`config.mk`:
```
export PLATFORM = sky130hd
export DESIGN_NAME = uart_led_cmd_sequencer_flat
export DESIGN_NICKNAME = d
export VERILOG_FILES = /design/src/rtl/uart_led_pkg.sv /design/src/rtl/uart_led_cmd_sequencer_if.sv /design/src/rtl/led_blink_gen.sv /design/src/rtl/uart_led_cmd_sequencer.sv /design/src/flat_wrapper.sv
export SDC_FILE = /design/constraint.sdc
export NUM_CORES = 1
export LEC_CHECK = 0
export BUFFER_PORTS_ARGS = -buffer_cell sky130_fd_sc_hd__buf_2
export CAP_MARGIN = 0
export CORE_MARGIN = 5
export CORE_UTILIZATION = 60
export DETAILED_ROUTE_END_ITERATION = 10
export HOLD_SLACK_MARGIN = 0.1
export PLACE_DENSITY = 0.88
export SYNTH_ARGS = -nofsm -noshare
export SYNTH_HDL_FRONTEND = slang
export SYNTH_HIERARCHICAL = 1
export SYNTH_SLANG_ARGS = --single-unit
```
`constraint.sdc`:
```
create_clock -name clk -period 4.9 [get_ports clk]
set_clock_uncertainty 0.05 [all_clocks]
set_input_delay 0.735 -clock clk [delete_from_list [all_inputs] [get_ports clk]]
set_output_delay 0.735 -clock clk [all_outputs]
set_load 0.01 [all_outputs]
```
`src/rtl/uart_led_pkg.sv`:
```
// Shared constants, FSM state encoding and frame payload for the UART LED command sequencer.
package uart_led_pkg;

  localparam logic [7:0] HDR = 8'hA5;
  localparam logic [7:0] ACK = 8'h06;
  localparam logic [7:0] NAK = 8'h15;

  localparam logic [7:0] OP_SET   = 8'h01;
  localparam logic [7:0] OP_CLR   = 8'h02;
  localparam logic [7:0] OP_TOG   = 8'h03;
  localparam logic [7:0] OP_BLINK = 8'h04;
  localparam logic [7:0] OP_READ  = 8'h05;

  typedef enum logic [2:0] {
    S_HDR, S_OP, S_ARG, S_CSUM, S_EXEC, S_TX, S_TXW
  } state_t;

  typedef struct packed {
    logic [7:0] op;
    logic [7:0] arg;
  } frame_t;

  function automatic logic op_known(input logic [7:0] op);
    return (op >= OP_SET) && (op <= OP_READ);
  endfunction

endpackage

```
`src/rtl/uart_led_cmd_sequencer_if.sv`:
```
// Byte-stream link between the UART receiver/transmitter pair and the command sequencer.
interface uart_led_cmd_sequencer_if;
  logic [7:0] rx_data;
  logic       rx_done;
  logic       frame_error;
  logic       tx_busy;
  logic       tx_done;
  logic [7:0] tx_data;
  logic       tx_start;

  modport master (
    output rx_data, rx_done, frame_error, tx_busy, tx_done,
    input  tx_data, tx_start
  );

  modport slave (
    input  rx_data, rx_done, frame_error, tx_busy, tx_done,
    output tx_data, tx_start
  );
endinterface

```
`src/rtl/led_blink_gen.sv`:
```
// Free-running blink phase generator: phase flips every BLINK_HALF clocks.
module led_blink_gen #(
  parameter int unsigned BLINK_HALF = 25_000_000
) (
  input  logic clk,
  input  logic rst_n,
  output logic phase
);

  localparam int unsigned CW = (BLINK_HALF > 2) ? $clog2(BLINK_HALF) : 1;
  localparam logic [CW-1:0] LAST = CW'(BLINK_HALF - 1);

  logic [CW-1:0] cnt;

  always_ff @(posedge clk or negedge rst_n) begin
    if (!rst_n) begin
      cnt   <= '0;
      phase <= 1'b0;
    end else if (cnt == LAST) begin
      cnt   <= '0;
      phase <= ~phase;
    end else begin
      cnt <= cnt + CW'(1);
    end
  end

endmodule

```
`src/rtl/uart_led_cmd_sequencer.sv`:
```
// Framed LED command controller: collects A5/OP/ARG/CSUM frames, executes LED ops,
// and sequences an ACK/NAK (plus optional status byte) back into the transmitter.
module uart_led_cmd_sequencer
  import uart_led_pkg::*;
#(
  parameter int unsigned N_LED       = 8,
  parameter int unsigned TIMEOUT_CYC = 500_000,
  parameter int unsigned BLINK_HALF  = 25_000_000
) (
  input  logic                     clk,
  input  logic                     rst_n,
  uart_led_cmd_sequencer_if.slave  bus,
  output logic [N_LED-1:0]         led,
  output logic                     cmd_ok,
  output logic [7:0]               err_cnt,
  output logic                     busy
);

  localparam int unsigned TW = (TIMEOUT_CYC > 2) ? $clog2(TIMEOUT_CYC) : 1;
  localparam logic [TW-1:0] TO_LAST = TW'(TIMEOUT_CYC - 1);

  state_t            state, state_nxt;
  frame_t            frame, frame_nxt;
  logic [N_LED-1:0]  led_state, led_state_nxt;
  logic [N_LED-1:0]  blink_mask, blink_mask_nxt;
  logic [N_LED-1:0]  mask;
  logic [TW-1:0]     to_cnt, to_cnt_nxt;
  logic [7:0]        tx_data_q, tx_data_nxt;
  logic [7:0]        resp2, resp2_nxt;
  logic              second, second_nxt;
  logic              tx_start_q, tx_start_nxt;
  logic              cmd_ok_nxt;
  logic              err_inc;
  logic              phase;
  logic              rx_ok, rx_bad, in_frame, collecting, to_hit, csum_good;

  led_blink_gen #(.BLINK_HALF(BLINK_HALF)) u_blink (
    .clk   (clk),
    .rst_n (rst_n),
    .phase (phase)
  );

  assign rx_ok      = bus.rx_done & ~bus.frame_error;
  assign rx_bad     = bus.rx_done &  bus.frame_error;
  assign in_frame   = state inside {S_OP, S_ARG, S_CSUM};
  assign collecting = in_frame || (state == S_HDR);
  // An arriving byte always beats a timeout expiring in the same cycle.
  assign to_hit     = in_frame && !bus.rx_done && (to_cnt == TO_LAST);
  assign mask       = frame.arg[N_LED-1:0];
  assign csum_good  = (bus.rx_data == (frame.op ^ frame.arg)) && op_known(frame.op);

  assign bus.tx_data  = tx_data_q;
  assign bus.tx_start = tx_start_q;

  // State register
  always_ff @(posedge clk or negedge rst_n) begin
    if (!rst_n) state <= S_HDR;
    else        state <= state_nxt;
  end

  // Next-state logic
  always_comb begin
    state_nxt = state;
    unique case (state)
      S_HDR:  if (rx_ok && bus.rx_data == HDR) state_nxt = S_OP;
      S_OP:   if (rx_bad || to_hit) state_nxt = S_HDR; else if (rx_ok) state_nxt = S_ARG;
      S_ARG:  if (rx_bad || to_hit) state_nxt = S_HDR; else if (rx_ok) state_nxt = S_CSUM;
      S_CSUM: if (rx_bad || to_hit) state_nxt = S_HDR; else if (rx_ok) state_nxt = S_EXEC;
      S_EXEC: state_nxt = S_TX;
      S_TX:   if (!bus.tx_busy) state_nxt = S_TXW;
      S_TXW:  if (bus.tx_done) state_nxt = second ? S_TX : S_HDR;
      default: state_nxt = S_HDR;
    endcase
  end

  // Output / datapath next values; the command executes as the checksum byte lands
  always_comb begin
    frame_nxt      = frame;
    led_state_nxt  = led_state;
    blink_mask_nxt = blink_mask;
    tx_data_nxt    = tx_data_q;
    resp2_nxt      = resp2;
    second_nxt     = second;
    to_cnt_nxt     = '0;
    err_inc        = 1'b0;
    cmd_ok_nxt     = 1'b0;
    tx_start_nxt   = 1'b0;

    if (in_frame && !bus.rx_done && !to_hit) to_cnt_nxt = to_cnt + TW'(1);
    if ((collecting && rx_bad) || to_hit) err_inc = 1'b1;

    unique case (state)
      S_OP:  if (rx_ok) frame_nxt.op  = bus.rx_data;
      S_ARG: if (rx_ok) frame_nxt.arg = bus.rx_data;
      S_CSUM: begin
        if (rx_ok) begin
          if (csum_good) begin
            cmd_ok_nxt  = 1'b1;
            tx_data_nxt = ACK;
            second_nxt  = (frame.op == OP_READ);
            resp2_nxt   = 8'(led_state);
            case (frame.op)
              OP_SET:   led_state_nxt  = led_state | mask;
              OP_CLR:   led_state_nxt  = led_state & ~mask;
              OP_TOG:   led_state_nxt  = led_state ^ mask;
              OP_BLINK: blink_mask_nxt = mask;
              default:  begin end
            endcase
          end else begin
            err_inc     = 1'b1;
            tx_data_nxt = NAK;
            second_nxt  = 1'b0;
          end
        end
      end
      S_TX:  tx_start_nxt = !bus.tx_busy;
      S_TXW: begin
        if (bus.tx_done && second) begin
          tx_data_nxt = resp2;
          second_nxt  = 1'b0;
        end
      end
      default: begin end
    endcase
  end

  // Datapath and output registers
  always_ff @(posedge clk or negedge rst_n) begin
    if (!rst_n) begin
      frame      <= '0;
      led_state  <= '0;
      blink_mask <= '0;
      to_cnt     <= '0;
      tx_data_q  <= '0;
      resp2      <= '0;
      second     <= 1'b0;
      tx_start_q <= 1'b0;
      cmd_ok     <= 1'b0;
      err_cnt    <= '0;
      busy       <= 1'b0;
      led        <= '0;
    end else begin
      frame      <= frame_nxt;
      led_state  <= led_state_nxt;
      blink_mask <= blink_mask_nxt;
      to_cnt     <= to_cnt_nxt;
      tx_data_q  <= tx_data_nxt;
      resp2      <= resp2_nxt;
      second     <= second_nxt;
      tx_start_q <= tx_start_nxt;
      cmd_ok     <= cmd_ok_nxt;
      err_cnt    <= (err_inc && err_cnt != 8'hFF) ? err_cnt + 8'd1 : err_cnt;
      busy       <= (state_nxt != S_HDR);
      led        <= led_state_nxt ^ (blink_mask_nxt & {N_LED{phase}});
    end
  end

endmodule

```
`src/flat_wrapper.sv`:
```
// flat-port wrapper written by rule: the top's interface ports become plain ports
module uart_led_cmd_sequencer_flat import uart_led_pkg::*;
#(
  parameter int unsigned N_LED       = 8,
  parameter int unsigned TIMEOUT_CYC = 500_000,
  parameter int unsigned BLINK_HALF  = 25_000_000
)
  (clk, rst_n, led, cmd_ok, err_cnt, busy, bus_rx_data, bus_rx_done, bus_frame_error, bus_tx_busy, bus_tx_done, bus_tx_data, bus_tx_start);
  uart_led_cmd_sequencer_if bus_i ();
  input  logic clk;
  input  logic rst_n;
  output logic [N_LED-1:0] led;
  output logic cmd_ok;
  output logic [7:0] err_cnt;
  output logic busy;
  input wire logic [$bits(bus_i.rx_data)-1:0] bus_rx_data;
  input wire logic [$bits(bus_i.rx_done)-1:0] bus_rx_done;
  input wire logic [$bits(bus_i.frame_error)-1:0] bus_frame_error;
  input wire logic [$bits(bus_i.tx_busy)-1:0] bus_tx_busy;
  input wire logic [$bits(bus_i.tx_done)-1:0] bus_tx_done;
  output wire logic [$bits(bus_i.tx_data)-1:0] bus_tx_data;
  output wire logic [$bits(bus_i.tx_start)-1:0] bus_tx_start;
  assign bus_i.rx_data = bus_rx_data;
  assign bus_i.rx_done = bus_rx_done;
  assign bus_i.frame_error = bus_frame_error;
  assign bus_i.tx_busy = bus_tx_busy;
  assign bus_i.tx_done = bus_tx_done;
  assign bus_tx_data = bus_i.tx_data;
  assign bus_tx_start = bus_i.tx_start;
  uart_led_cmd_sequencer #(.N_LED(N_LED), .TIMEOUT_CYC(TIMEOUT_CYC), .BLINK_HALF(BLINK_HALF)) u_core (.clk(clk), .rst_n(rst_n), .bus(bus_i), .led(led), .cmd_ok(cmd_ok), .err_cnt(err_cnt), .busy(busy));
endmodule
```
---- Yosys cells after proc, flatten, opt, wreduce, memory -nomap -nowiden ----
Index checks and enable logic that the tools add are counted.
W data, S select, Z words.
storage, ports and cells
  register bits after elaboration ......... 116
  latch bits .............................. 0
  bits in writable memories ............... 0
  ROM bits ................................ 0
  input bits .............................. 14
  output and inout port bits .............. 27
  logic and storage cells ................. 110
  memories kept ........................... 0
cells by class
  $add $sub $neg .......................... 3
  multiply operators ...................... 0
  div/mod/pow operators ................... 0
  magnitude comparators ................... 2
  equality and inequality tests ........... 18
  shift operators ......................... 0
  multiplexer cells ....................... 37
  bitwise operators ....................... 11
  reduce and logical (&&, ||, !) cells .... 23
operator list
  cell                     number
  $mux W8                  9
  $mux W3                  10
  $add A25 B1 Y25 const B  1
  $eq A25 B25 Y1 const B   1
  $mux W25                 1
  $pmux W8 S3              1
  $xor A8 B8 Y8            3
  $pmux W3 S7              1
  $add A19 B1 Y19 const B  1
  $eq A19 B19 Y1 const B   1
  $mux W19                 1
  $and A8 B8 Y8            2
  $eq A8 B2 Y1 const B     2
  $eq A8 B3 Y1 const B     2
  $pmux W8 S2              1
  $mux W1                  11
  $eq A3 B3 Y1 const B     3
  $logic_and A1 B1 Y1      9
  $add A8 B1 Y8 const B    1
  $eq A8 B1 Y1 const B     1
  $eq A8 B8 Y1             1
  $eq A8 B8 Y1 const B     1
  $ge A8 B1 Y1 const B     1
  $le A8 B3 Y1 const B     1
  17 further kinds         28

---- Longest topological paths before layout ----
  depth in word-level cells ............... 10
  depth in mapped cells ................... 8
  gate-level depth less buffers ........... 8

---- Hierarchy ----
The synthesis kept the hierarchy.
modules (own cells, without submodules)
  module                  times used  cells an instance  area each (µm²)  sequential area each (µm²)
  uart_led_cmd_sequencer  1           454                4683.2           2252.2
  led_blink_gen           1           127                1328.8           650.6

---- Worst setup path before layout ----
No wires, ideal clock.
  path type ............................... input to register
  from .................................... input bus_frame_error
  to ...................................... register u_core.led[3]
  setup time .............................. 0.128 ns
  arrival ................................. 2.341 ns
  data required time ...................... 4.722 ns
  setup slack ............................. 2.380 ns
  stages on the path ...................... 8
  path buffers ............................ 2
  cells stage by stage .................... nand3b_1 > or3b_1 > clkbuf_1 > nor3_1 > nand4_2 > buf_2 > mux2i_1 > xor2_1
on the way
  word-level cells in the longest chain between the ends .. 6
  elaborated cells on any way between the ends .. 8
  those cells by class .................... mux: 4; bitwise: 4
ends and longest elaborated chain
  what                  line                           RTL
  from (decl)           flat_wrapper.sv:18             input wire logic [$bits(bus_i.frame_error)-1:0] bus_frame_error;
  $not A1 Y1 (*)        uart_led_cmd_sequencer.sv:43   assign rx_ok = bus.rx_done & ~bus.frame_error;
  $and A1 B1 Y1 (*)     uart_led_cmd_sequencer.sv:43
  $mux W8               uart_led_cmd_sequencer.sv:96   if (rx_ok) begin
  $mux W8               uart_led_cmd_sequencer.sv:92   unique case (state)
  $and A8 B8 Y8         uart_led_cmd_sequencer.sv:154  led <= led_state_nxt ^ (blink_mask_nxt & {N_LED{phase}});
  $xor A8 B8 Y8 (*)     uart_led_cmd_sequencer.sv:154
  to (signal assigned)  uart_led_cmd_sequencer.sv:154
  to (decl)             uart_led_cmd_sequencer.sv:13   output logic [N_LED-1:0] led,
Mark *: on every way between the ends. The rest lies on a longest branch, timed or not.
A chain may end at the register's enable or synchronous reset.

---- Final worst setup path ----
  from .................................... register u_core/frame[9] in the netlist's numbering
  to ...................................... register u_core.led[6]
on the way
  word-level cells in the longest chain between the ends .. 8
  elaborated cells on any way between the ends .. 20
  those cells by class .................... order compare: 2; eq/ne: 5; mux: 8; bitwise: 3; reduce/logical: 2
ends and longest elaborated chain
  what                                                        line                                              RTL
  from (decl)                                                 uart_led_cmd_sequencer.sv:23                      frame_t frame, frame_nxt;
  from (signal assigned)                                      uart_led_cmd_sequencer.sv:143                     frame <= frame_nxt;
  $ge A8 B1 Y1 (tied with other cells)                        uart_led_pkg.sv:24                                return (op >= OP_SET) && (op <= OP_READ);
  $logic_and A1 B1 Y1 / $eq A8 B8 Y1 (equally long branches)  uart_led_pkg.sv:24, uart_led_cmd_sequencer.sv:50
  $logic_and A1 B1 Y1                                         uart_led_cmd_sequencer.sv:50                      assign csum_good = (bus.rx_data == (frame.op ^ frame.arg)) && op_known(frame.op);
  $mux W8                                                     uart_led_cmd_sequencer.sv:97                      if (csum_good) begin
  $mux W8                                                     uart_led_cmd_sequencer.sv:96
  $mux W8                                                     uart_led_cmd_sequencer.sv:92
  $and A8 B8 Y8                                               uart_led_cmd_sequencer.sv:154
  $xor A8 B8 Y8 (*)                                           uart_led_cmd_sequencer.sv:154
Marks and branches as above.

==> metrics.md <==
| Metric | Value |
|---|---|
| Switching pwr | `0.968 mW` |
| Post-cts resize count | `0` |
| Largest net degree at the start of global routing | `74` |
| Final net count | `652` |
| Routed WL | `13500 um` |
| Register area share after synthesis | `0.483` |
| Design area | `6870 um^2` |
| Setup TNS | `0 ns` |
| Hold_buf cts | `0` |
| CTS Root Cell | `clkbuf_8` |
| Startpoint types | `register` |
| Post-synth EDFFs | `0` |
| R2R Setup Slk | `1.95 ns` |
| Setup bufs post-CTS | `0` |
| Wire per inst | `17.6 um` |
| Leakage power total | `3.27 nW` |
| Reg-to-reg startpoint | `u_core/frame[9]` |
| CP required | `5.28 ns` |
| Mapped Nets | `614` |
| Reg power frac | `0.406` |
| Setup violators final | `0` |
| Worst Setup End Kind | `register` |
| Int Pwr | `2.19 mW` |
| Initial antenna violation count | `0` |
| Status | `finished, final reports clean` |
| Ant diodes | `0` |
| Via density | `6.02` |
| Relative slew slack | `0.230` |
| Cells after synthesis | `581` |
| Final hold violations | `0` |
| Final WS setup | `1.95 ns` |
| CTS buffer count | `17` |
| Pre-CTS WS | `1.79 ns` |
| Top_reg_cell synth | `dfrtp_1` |
| Die height | `110 um` |
| Met3 Use GR | `0.0676` |
| Clock transition at path regs | `0.05 ns` |
| Clock power share | `0.383` |
| Initial Util | `0.615` |
| GRT Max-Usage Layer | `met2` |
| Crit path time final | `2.95 ns` |
| Die outline area | `12100 um^2` |
| IO Port Bufs | `40` |
| Fin util | `0.702` |
| Final global-route overflow total | `0` |
| Placer congestion estimate | `0.870` |
| Clock Latency Late Sink | `0.52 ns` |
| Initial drt markers | `274` |
| First-pass GRT wire length | `22600 um` |
| Layout cells sized above 1 | `0.179` |
| CTS tree | `done` |
| Synth Register Bits | `116` |
| ANT nets after route | `0` |
| CP arrival | `3.33 ns` |
| Slew Viols, Final | `0` |
| DP Cell Count | `733` |
| Final std cells w/o fill | `765` |
| Max cap viols | `0` |
| GR Util met1 | `0.292` |
| F_max | `0.339 GHz` |
| IO Pins | `41` |
| DR pass1 iterations | `5` |
| Placed cell areas | `6280 um^2` |
| Vias in the first global route | `4676` |
| Critical path origin | `u_core/frame[9]` |
| Switching share of power | `0.306` |
| YS warnings | `6` |
| Final Total Pwr | `3.16 mW` |
| Combinational share of power | `0.211` |
| Fill count | `655` |
| Max VDD drop | `360 uV` |
| Synthesized area | `6010 um^2` |
| Worst r2r path cells | `6` |
| DR DRC count | `0` |
| Worst min path class | `in -> async` |
| Kind of critical path | `reg -> reg` |
| Async SR Flop Fraction | `1.00` |
| Met2 Use GR | `0.416` |
| Worst R2R End | `u_core/led[6]` |
| RSZ-0062 raised after global routing | `false` |
| Via count | `4609` |
| Syn Area/Cell | `10.3 um^2` |
| Final hold slack | `0.291 ns` |
| Htree depth | `4` |
| Power Density | `461 nW/um^2` |
| TritonCTS Sinks | `116` |
| GRT Total Usage | `0.243` |
| Synth unique cells | `52` |
| Post-DP HPWL | `8890 um` |
| Crit path max fanout | `24` |
| Site Rows | `36` |
| Die width | `110 um` |
| Tcrit/Tclk final | `0.602` |
| Core box area | `9770 um^2` |
| Layout Area Growth over Synthesis | `14.2%` |
| Worst slew pin tran | `1.15 ns` |
| Max clock buf depth | `2` |
==> final cells by class <==
cell class,instances,area (um^2),share of cell area
repair buffers,41,210,0.0306
clock inverters,9,128,0.0186
multi-input cells,412,2890,0.420
clock buffers,23,457,0.0665
well taps,133,166,0.0242
flip-flops and latches,116,2900,0.423
inverters,31,116,0.0169
==> per-layer routing <==
| metal | share of wire | vias to the layer above |
|---|---|---|
| met4 | 0.018 | 0 |
| met5 | 0 | - |
| li1 | - | 2131 |
| met3 | 0.061 | 23 |
| met2 | 0.52 | 163 |
| met1 | 0.40 | 2292 |
==> how the worst max path moves through the flow <==
stage / endpoint / slack (ns) / cells past startpoint
final: u_core/led[6] / 1.95 / 6
after global placement: u_core/led[3] / 1.89 / 7
after global routing: u_core/led[1] / 1.70 / 6
after floorplan: u_core/led[3] / 2.38 / 8
after CTS: u_core/led[6] / 1.98 / 6
after detailed placement: u_core/led[2] / 1.79 / 7
==> sequential cells by signal (all words and copies together), names as in the netlist, 3 cells and up <==
name                flops
u_core/blink_mask       8
u_core/bus.tx_data      8
u_core/err_cnt          8
u_core/frame            8
u_core/led              8
u_core/led_state        8
u_core/mask             8
u_core/resp2            8
u_core/state            3
u_core/to_cnt          19
u_core/u_blink/cnt     25
==> placed cells by master (no fill, tap or decap), types with 5 or more instances in the layout <==
| master | n |
|---|---|
| dfrtp_1 | 116 |
| nand2_1 | 68 |
| nor2_1 | 44 |
| buf_2 | 39 |
| o21ai_0 | 38 |
| inv_1 | 31 |
| mux2_2 | 26 |
| xor2_1 | 23 |
| a21oi_1 | 22 |
| nand3_1 | 19 |
| ha_1 | 19 |
| clkbuf_16 | 16 |
| nand4_1 | 15 |
| xnor2_1 | 13 |
| mux2i_1 | 12 |
| and3_1 | 11 |
| nor3_1 | 10 |
| a22oi_1 | 9 |
| or3_1 | 8 |
| xnor3_1 | 8 |
| nor2b_1 | 5 |
| and4_1 | 5 |
| o31ai_1 | 5 |
==> logic make-up after synthesis <==
family | count (synthesis) | synth area share
AOI/OAI and AO/OA | 87 | 0.0845
xor gates and xnor gates | 44 | 0.0824
adders and majority gates | 19 | 0.0395
buffers and inverters | 53 | 0.0373
DFF | 116 | 0.483
muxes | 39 | 0.0712
and+or+nand+nor | 223 | 0.202
==> worst max-delay path, cell delays in order (launching register included) <==
cell     delay (ns)
dfrtp_1        0.80
xnor3_1        0.25
nand4_1        0.13
nor2_1         0.42
nand4_2        0.63
mux2i_1        0.40
xor2_1         0.19
==> cell usage after synthesis, types with 2 or more instances <==
cell | number | area, um^2
or2_2 | 3 | 18.8
or4b_2 | 2 | 20.0
xor2_1 | 23 | 201
xnor3_1 | 8 | 180
clkbuf_1 | 15 | 56.3
nor4b_1 | 2 | 17.5
xnor2_1 | 13 | 114
inv_1 | 31 | 116
nor2b_1 | 5 | 31.3
mux2_2 | 26 | 293
o31ai_1 | 5 | 37.5
nor4_1 | 4 | 25.0
nor3_1 | 10 | 50.1
buf_4 | 4 | 30.0
dfrtp_1 | 116 | 2900
or4_1 | 4 | 30.0
ha_1 | 19 | 238
or3_1 | 8 | 50.1
nand4_2 | 3 | 37.5
o21ai_0 | 38 | 190
a21o_1 | 2 | 15.0
a22oi_1 | 9 | 67.6
nand4_1 | 15 | 93.8
a22o_1 | 4 | 35.0
nor2_1 | 44 | 165
nand3_1 | 19 | 95.1
a31oi_1 | 3 | 18.8
nand2_1 | 68 | 255
nand2b_1 | 4 | 25.0
buf_2 | 2 | 10.0
and4_1 | 5 | 43.8
nand3b_1 | 3 | 22.5
and3_1 | 11 | 68.8
mux2i_1 | 12 | 120
a21oi_1 | 22 | 110
nor4bb_1 | 3 | 30.0
==> power groups by stage <==
| stage | logic (mW) | clock network (mW) | registers, mW |
|---|---|---|---|
| 4_1_cts | 0.661 | 1.22 | 1.28 |
| 6_report | 0.668 | 1.21 | 1.28 |
| 2_1_floorplan | 0.521 | 0 | 1.20 |
| 3_5_place_dp | 0.642 | 0 | 1.29 |
| 3_3_place_gp | 0.605 | 0 | 1.27 |
| 5_1_grt | 0.736 | 1.27 | 1.30 |
No activity file was read; power rests on OpenSTA's default activity.
